### config.mk
export PLATFORM = sky130hd
export DESIGN_NAME = id_ex_stage
export DESIGN_NICKNAME = d
export VERILOG_FILES = /design/src/rtl/id_ex_stage.sv
export SDC_FILE = /design/constraint.sdc
export NUM_CORES = 1
export LEC_CHECK = 0
export CAP_MARGIN = 15
export CELL_PAD_IN_SITES_DETAIL_PLACEMENT = 2
export CELL_PAD_IN_SITES_GLOBAL_PLACEMENT = 2
export CORE_UTILIZATION = 22
export CTS_BUF_LIST = sky130_fd_sc_hd__clkbuf_4 sky130_fd_sc_hd__clkbuf_8 sky130_fd_sc_hd__clkbuf_16
export DETAILED_ROUTE_END_ITERATION = 8
export HOLD_SLACK_MARGIN = 0.02
export MAX_ROUTING_LAYER = met4
export PLACE_DENSITY_LB_ADDON = 0.12
export SLEW_MARGIN = 20
export SYNTH_ARGS = -nofsm -noshare
export SYNTH_HDL_FRONTEND = slang
export SYNTH_SLANG_ARGS = --single-unit
export TNS_END_PERCENT = 5
### constraint.sdc
create_clock -name clk -period 3.2 [get_ports clk]
set_clock_uncertainty 0.1 [all_clocks]
set_input_delay 0.96 -clock clk [delete_from_list [all_inputs] [get_ports clk]]
set_output_delay 0.96 -clock clk [all_outputs]
set_load 0.01 [all_outputs]
### src/rtl/id_ex_stage.sv
// ---------------------------------------------------------------------------
// id_ex_stage
//
// ID/EX pipeline register and EX-operand stage of the five-stage RV32I core.
// This stage captures the operands and control bits from decode. It resolves
// RAW hazards by forwarding from the MEM and WB stages. It then presents the
// final ALU operands, the store data and the control bits that travel on to
// EX/MEM. It also detects load-use hazards and requests a one-cycle bubble.
//
// Ports
//   clk, rst_n            : rising-edge clock, asynchronous active-low reset
//   stall                 : hold the stage (downstream back-pressure)
//   flush                 : capture a bubble (taken branch/jump in EX)
//   id_*                  : decoded instruction fields and control from ID
//   mem_regwrite/rd/aluresult : MEM-stage writeback info, forwarding source
//   wb_regwrite/rd/result : WB-stage writeback info, forwarding source
//   ex_alu_a, ex_alu_b    : forwarded and muxed ALU operands
//   ex_alucontrol         : 3-bit ALU operation, passed through unchanged
//   ex_writedata          : forwarded rs2 value, used as store data
//   ex_pc, ex_imm, ex_rd  : fields carried on to EX/MEM
//   ex_valid, ex_regwrite, ex_memread, ex_memwrite, ex_branch, ex_jump :
//                           carried control bits
//   load_use_stall        : combinational request to freeze PC and IF/ID
// ---------------------------------------------------------------------------
module id_ex_stage (
  input  logic        clk,
  input  logic        rst_n,
  input  logic        stall,
  input  logic        flush,
  input  logic        id_valid,
  input  logic [31:0] id_pc,
  input  logic [31:0] id_rd1,
  input  logic [31:0] id_rd2,
  input  logic [31:0] id_imm,
  input  logic [4:0]  id_rs1,
  input  logic [4:0]  id_rs2,
  input  logic [4:0]  id_rd,
  input  logic [2:0]  id_alucontrol,
  input  logic        id_alusrca,
  input  logic        id_alusrcb,
  input  logic        id_regwrite,
  input  logic        id_memread,
  input  logic        id_memwrite,
  input  logic        id_branch,
  input  logic        id_jump,
  input  logic        mem_regwrite,
  input  logic [4:0]  mem_rd,
  input  logic [31:0] mem_aluresult,
  input  logic        wb_regwrite,
  input  logic [4:0]  wb_rd,
  input  logic [31:0] wb_result,
  output logic [31:0] ex_alu_a,
  output logic [31:0] ex_alu_b,
  output logic [2:0]  ex_alucontrol,
  output logic [31:0] ex_writedata,
  output logic [31:0] ex_pc,
  output logic [31:0] ex_imm,
  output logic [4:0]  ex_rd,
  output logic        ex_valid,
  output logic        ex_regwrite,
  output logic        ex_memread,
  output logic        ex_memwrite,
  output logic        ex_branch,
  output logic        ex_jump,
  output logic        load_use_stall
);

  // An all-zero value of this struct is a bubble.
  typedef struct packed {
    logic [31:0] pc;
    logic [31:0] rd1;
    logic [31:0] rd2;
    logic [31:0] imm;
    logic [4:0]  rs1;
    logic [4:0]  rs2;
    logic [4:0]  rd;
    logic [2:0]  alucontrol;
    logic        alusrca;
    logic        alusrcb;
    logic        valid;
    logic        regwrite;
    logic        memread;
    logic        memwrite;
    logic        branch;
    logic        jump;
  } id_ex_t;

  id_ex_t stage_reg;
  id_ex_t stage_next;
  id_ex_t id_fields;

  logic [31:0] fwd_a;
  logic [31:0] fwd_b;

  always_comb begin
    id_fields.pc         = id_pc;
    id_fields.rd1        = id_rd1;
    id_fields.rd2        = id_rd2;
    id_fields.imm        = id_imm;
    id_fields.rs1        = id_rs1;
    id_fields.rs2        = id_rs2;
    id_fields.rd         = id_rd;
    id_fields.alucontrol = id_alucontrol;
    id_fields.alusrca    = id_alusrca;
    id_fields.alusrcb    = id_alusrcb;
    id_fields.valid      = id_valid;
    id_fields.regwrite   = id_regwrite;
    id_fields.memread    = id_memread;
    id_fields.memwrite   = id_memwrite;
    id_fields.branch     = id_branch;
    id_fields.jump       = id_jump;
  end

  // Both source indices are always compared, even when the decoded
  // instruction does not use rs2. This can add a harmless extra bubble.
  // It never misses a real hazard.
  assign load_use_stall = stage_reg.valid & stage_reg.memread &
                          (stage_reg.rd != 5'd0) & id_valid &
                          ((stage_reg.rd == id_rs1) | (stage_reg.rd == id_rs2));

  // The update order is flush, then stall, then load-use, then normal load.
  // A stall that arrives together with a load-use hazard holds the load in
  // EX. The hazard request therefore stays high until the stall releases.
  always_comb begin
    stage_next = stage_reg;
    if (flush) begin
      stage_next = '0;
    end else if (stall) begin
      stage_next = stage_reg;
    end else if (load_use_stall) begin
      stage_next = '0;
    end else begin
      stage_next = id_fields;
    end
  end

  always_ff @(posedge clk or negedge rst_n) begin
    if (!rst_n) begin
      stage_reg <= '0;
    end else begin
      stage_reg <= stage_next;
    end
  end

  // Forwarding takes the youngest producer first, so MEM wins over WB.
  // Index 0 never forwards. x0 reads come from the register file as 0.
  always_comb begin
    fwd_a = stage_reg.rd1;
    if (mem_regwrite && (mem_rd != 5'd0) && (mem_rd == stage_reg.rs1)) begin
      fwd_a = mem_aluresult;
    end else if (wb_regwrite && (wb_rd != 5'd0) && (wb_rd == stage_reg.rs1)) begin
      fwd_a = wb_result;
    end
  end

  always_comb begin
    fwd_b = stage_reg.rd2;
    if (mem_regwrite && (mem_rd != 5'd0) && (mem_rd == stage_reg.rs2)) begin
      fwd_b = mem_aluresult;
    end else if (wb_regwrite && (wb_rd != 5'd0) && (wb_rd == stage_reg.rs2)) begin
      fwd_b = wb_result;
    end
  end

  assign ex_alu_a      = stage_reg.alusrca ? stage_reg.pc  : fwd_a;
  assign ex_alu_b      = stage_reg.alusrcb ? stage_reg.imm : fwd_b;
  assign ex_writedata  = fwd_b;
  assign ex_alucontrol = stage_reg.alucontrol;
  assign ex_pc         = stage_reg.pc;
  assign ex_imm        = stage_reg.imm;
  assign ex_rd         = stage_reg.rd;
  assign ex_valid      = stage_reg.valid;
  assign ex_regwrite   = stage_reg.regwrite;
  assign ex_memread    = stage_reg.memread;
  assign ex_memwrite   = stage_reg.memwrite;
  assign ex_branch     = stage_reg.branch;
  assign ex_jump       = stage_reg.jump;

endmodule

==> impl_metrics.csv <==
group,metric,value,unit
status,status,"complete, but fails checks",
status,violations,"DRC, setup timing",
drt,drt_iter0_drc,577,
finish,filler_cell_count,5109,
global_routing,grt_pass1_vias,12105,
floorplan,row_count,79,
floorplan,die_w,220,µm
synth,synth_top_area_share,36.9,%
pwr,pwr-share-seq,35.9,%
pwr,leakagePower,0.00767,µW
timing,post-route-period-util,126,%
finish,num-nets-final,1869,
drt,vias_per_cell,4.92,
global_routing,grt-busiest-layer,"met2",
timing,finalSetupViolCount,97,
synth,synth-edff-count,0,
clock_tree,holdBufCountCts,0,
synth,async_flop_share,100,%
pwr,pwr-share-clk,35.6,%
setup_path,ff2ff_path_depth,6,
place,placedInstanceArea,15800,µm²
global_routing,grt_use_met2,36.2,%
clock_tree,path_clk_slew,0.07,ns
drt,drtPass1Iterations,7,
synth,ys.flop_type,"dfrtp_1",
global_routing,grtUsageTotal,24.1,%
drt,routed_wirelength,57400,µm
place,port_buffers,408,
floorplan,dieHeight,220,µm
finish,area_growth_syn_to_layout,68.2,%
floorplan,core,46700,µm²
floorplan,initial_core_util,22.4,%
timing,layout_setup_ws,-0.838,ns
timing,hold_viol,0,
worst_hold_path,hold_class,"reg -> reg",
pwr,power_switching,1900,µW
setup_path,crit_required,2.14,ns
pwr,switching_share,31.2,%
global_routing,antenna_found_initial,12,
synth,ys_top_cells_by_area,"dfrtp_1, o41ai_1, nand3b_1",
setup_path,cp.arrival,2.98,ns
drt,antenna_left,0,
synth,yosys_register_bits,154,
place,hpwl,40100,µm
clock_tree,cts_tree,"yes",
job,max-cap-violations,0,
setup_path,critical_path_class,"in -> out",
global_routing,grt_max_degree,121,
drt,via_count,11160,
pwr,irDropWorstVdd,0.000279,V
clock_tree,clk_latency,0.48,ns
global_routing,grt_use_met3,5.42,%
pwr,intPower,4170,µW
pwr,combinationalPowerShare,28.5,%
setup_path,critPathMaxFanout,6,
global_routing,grt_pass1_wl,82300,µm
finish,drive_gt1_share,30.5,%
setup_path,critPathCaptureType,"output port",
place,gp_congestion,0.876,
finish,utilization,37.6,%
floorplan,io_pins,409,
clock_tree,cts_sinks,154,
synth,netlist_area,10400,µm²
clock_tree,h-tree-depth,4,
synth,ys_types,34,
timing,max_freq,248,MHz
clock_tree,clock_path_buffers,2,
global_routing,grtUsageMet1,31.5,%
drt,routedWlPerCell,25.3,µm
finish,largest_register_ffs,76,
global_routing,gr-total-overflow,0,
synth,yosysSeqAreaShare,36.9,%
finish,fin_area,17600,µm²
clock_tree,root_buffer,"clkbuf_16",
synth,ys_warn_count,0,
timing,grt_setup_unrepaired,"yes",
synth,synth_cells,1232,
timing,period_minus_slack,4.04,ns
pwr,p_per_area,345,nW/µm²
clock_tree,numCtsBuffers,17,
floorplan,dieArea,48300,µm²
setup_path,crit_path_start_kind,"input pin",
timing,worst_slew_pin_slew,0.783,ns
drt,drc,34,
timing,max_slew_margin,47.8,%
finish,multi_input_comb_area,6130,µm²
worst_hold_path,worstHoldPathCells,2,
timing,final_max_slew_viol_count,0,
finish,seq_area,3860,µm²
synth,synthesis.nets,1466,
synth,synth_area_per_cell,8.47,µm²
synth,yosysTopAreaCell,"dfrtp_1",
## final cells by class
cell class                 instances  share of cell area, %
clock inverter                    10                  0.677
clock buffer                      22                   2.67
tap                              607                   4.33
antenna                           12                  0.171
sequential                       154                   22.0
timing repair buffer             586                   31.9
multi-input combinational        720                   34.9
inverter                         156                   3.33
## cells by family (layout without fill, tap and decap cells)
| family | Yosys count | count (layout) | synth area share [%] |
|---|---|---|---|
| xor gates and xnor gates | 29 | 29 | 2.43 |
| AOI/OAI and AO/OA | 288 | 288 | 22.9 |
| muxes | 2 | 2 | 0.192 |
| and+or+nand+nor | 400 | 401 | 21.6 |
| other | 0 | 12 | 0 |
| buffers and inverters | 359 | 774 | 16.0 |
| DFF | 154 | 154 | 36.9 |
## cell usage after synthesis (3+ instances only)
cell	number
a211oi_1	31
a21oi_1	4
a221oi_1	33
and2_1	31
and3_1	31
buf_1	6
buf_2	19
buf_4	78
clkbuf_1	99
dfrtp_1	154
inv_1	156
nand2_1	72
nand3_1	4
nand3b_1	145
nor2_1	101
nor3_1	4
o31ai_1	62
o41ai_1	153
or4_1	3
xnor2_1	18
xor2_1	11
## timing repair
action                                  4_1_cts  5_1_grt
resized for setup                           496      118
cloned                                        6        5
pin swaps                                    47       33
setup buffers                                26       11
endpoints found under the setup margin       97       97
endpoints found under the hold margin         0        0
## final timing paths
kind	slack [ns]	end	start
hold / removal	0.38	ex_jump	ex_jump
min in group asynchronous	0.39	ex_pc[7]	rst_n
max in group asynchronous	1.90	ex_imm[24]	rst_n
hold reg to reg	0.38	ex_jump	ex_jump
setup / recovery	-0.84	ex_alu_b[29]	wb_rd[0]
setup reg to reg	0.49	stage_reg[80]	ex_rd[1]
## per-layer routing
metal  vias up  wire (µm)
met5         -          0
met4         0       1390
met3        62       2960
met2       268      26900
met1      5644      26100
li1       5186          -
## power by group through the flow
stage / sequential, µW / combinational, µW / clock (µW)
after global routing: 2190 / 1850 / 2310
after detailed placement: 2200 / 1650 / 0
after CTS: 2170 / 1680 / 2240
after floorplan: 2150 / 683 / 0
final: 2180 / 1730 / 2160
after global placement: 2190 / 1630 / 0
## worst max-delay path, stage by stage
cell	delay (ns)
buf_6	0.09
or4_4	0.58
a21oi_4	0.17
or3_4	0.19
buf_12	0.14
buf_12	0.11
buf_4	0.11
a221oi_2	0.06
buf_4	0.15
o31ai_2	0.21
buf_2	0.19
## metrics by stage
step                total power, µW  cells  TNS, ns  hold WS [ns]  worst slack [ns]
floorplan                      2840   1232   -26.20         0.344            -0.282
global placement               3820   2179  -169.95         0.355             -1.65
detailed placement             3850   2179  -188.34         0.369             -1.70
CTS                            6100   2242   -71.70         0.389            -0.937
global route                   6350   2267   -73.29         0.408            -0.880
finish                         6070   2267   -67.33         0.381            -0.838
## layout by cell type, fill, tap and decap left out, types with 4 or more instances in the layout
master	synthesis	final
clkdlybuf4s50_1	0	296
inv_1	156	156
o41ai_1	153	153
dfrtp_1	154	151
nand3b_1	145	145
buf_4	78	131
buf_2	19	82
nor2_1	101	75
nand2_1	72	72
o31ai_2	0	51
and2_1	31	29
buf_12	0	29
a211oi_2	0	25
clkbuf_16	0	22
a221oi_2	0	21
buf_6	1	21
nor2_2	0	20
and3_1	31	18
xnor2_1	18	13
and3_4	0	13
diode_2	0	12
a221oi_4	0	11
xor2_1	11	9
o31ai_4	0	8
nor2_4	0	7
dlygate4sd2_1	0	6
a211oi_1	31	5
buf_8	0	5
clkbuf_4	0	4
No activity file was read; power rests on OpenSTA's default activity.
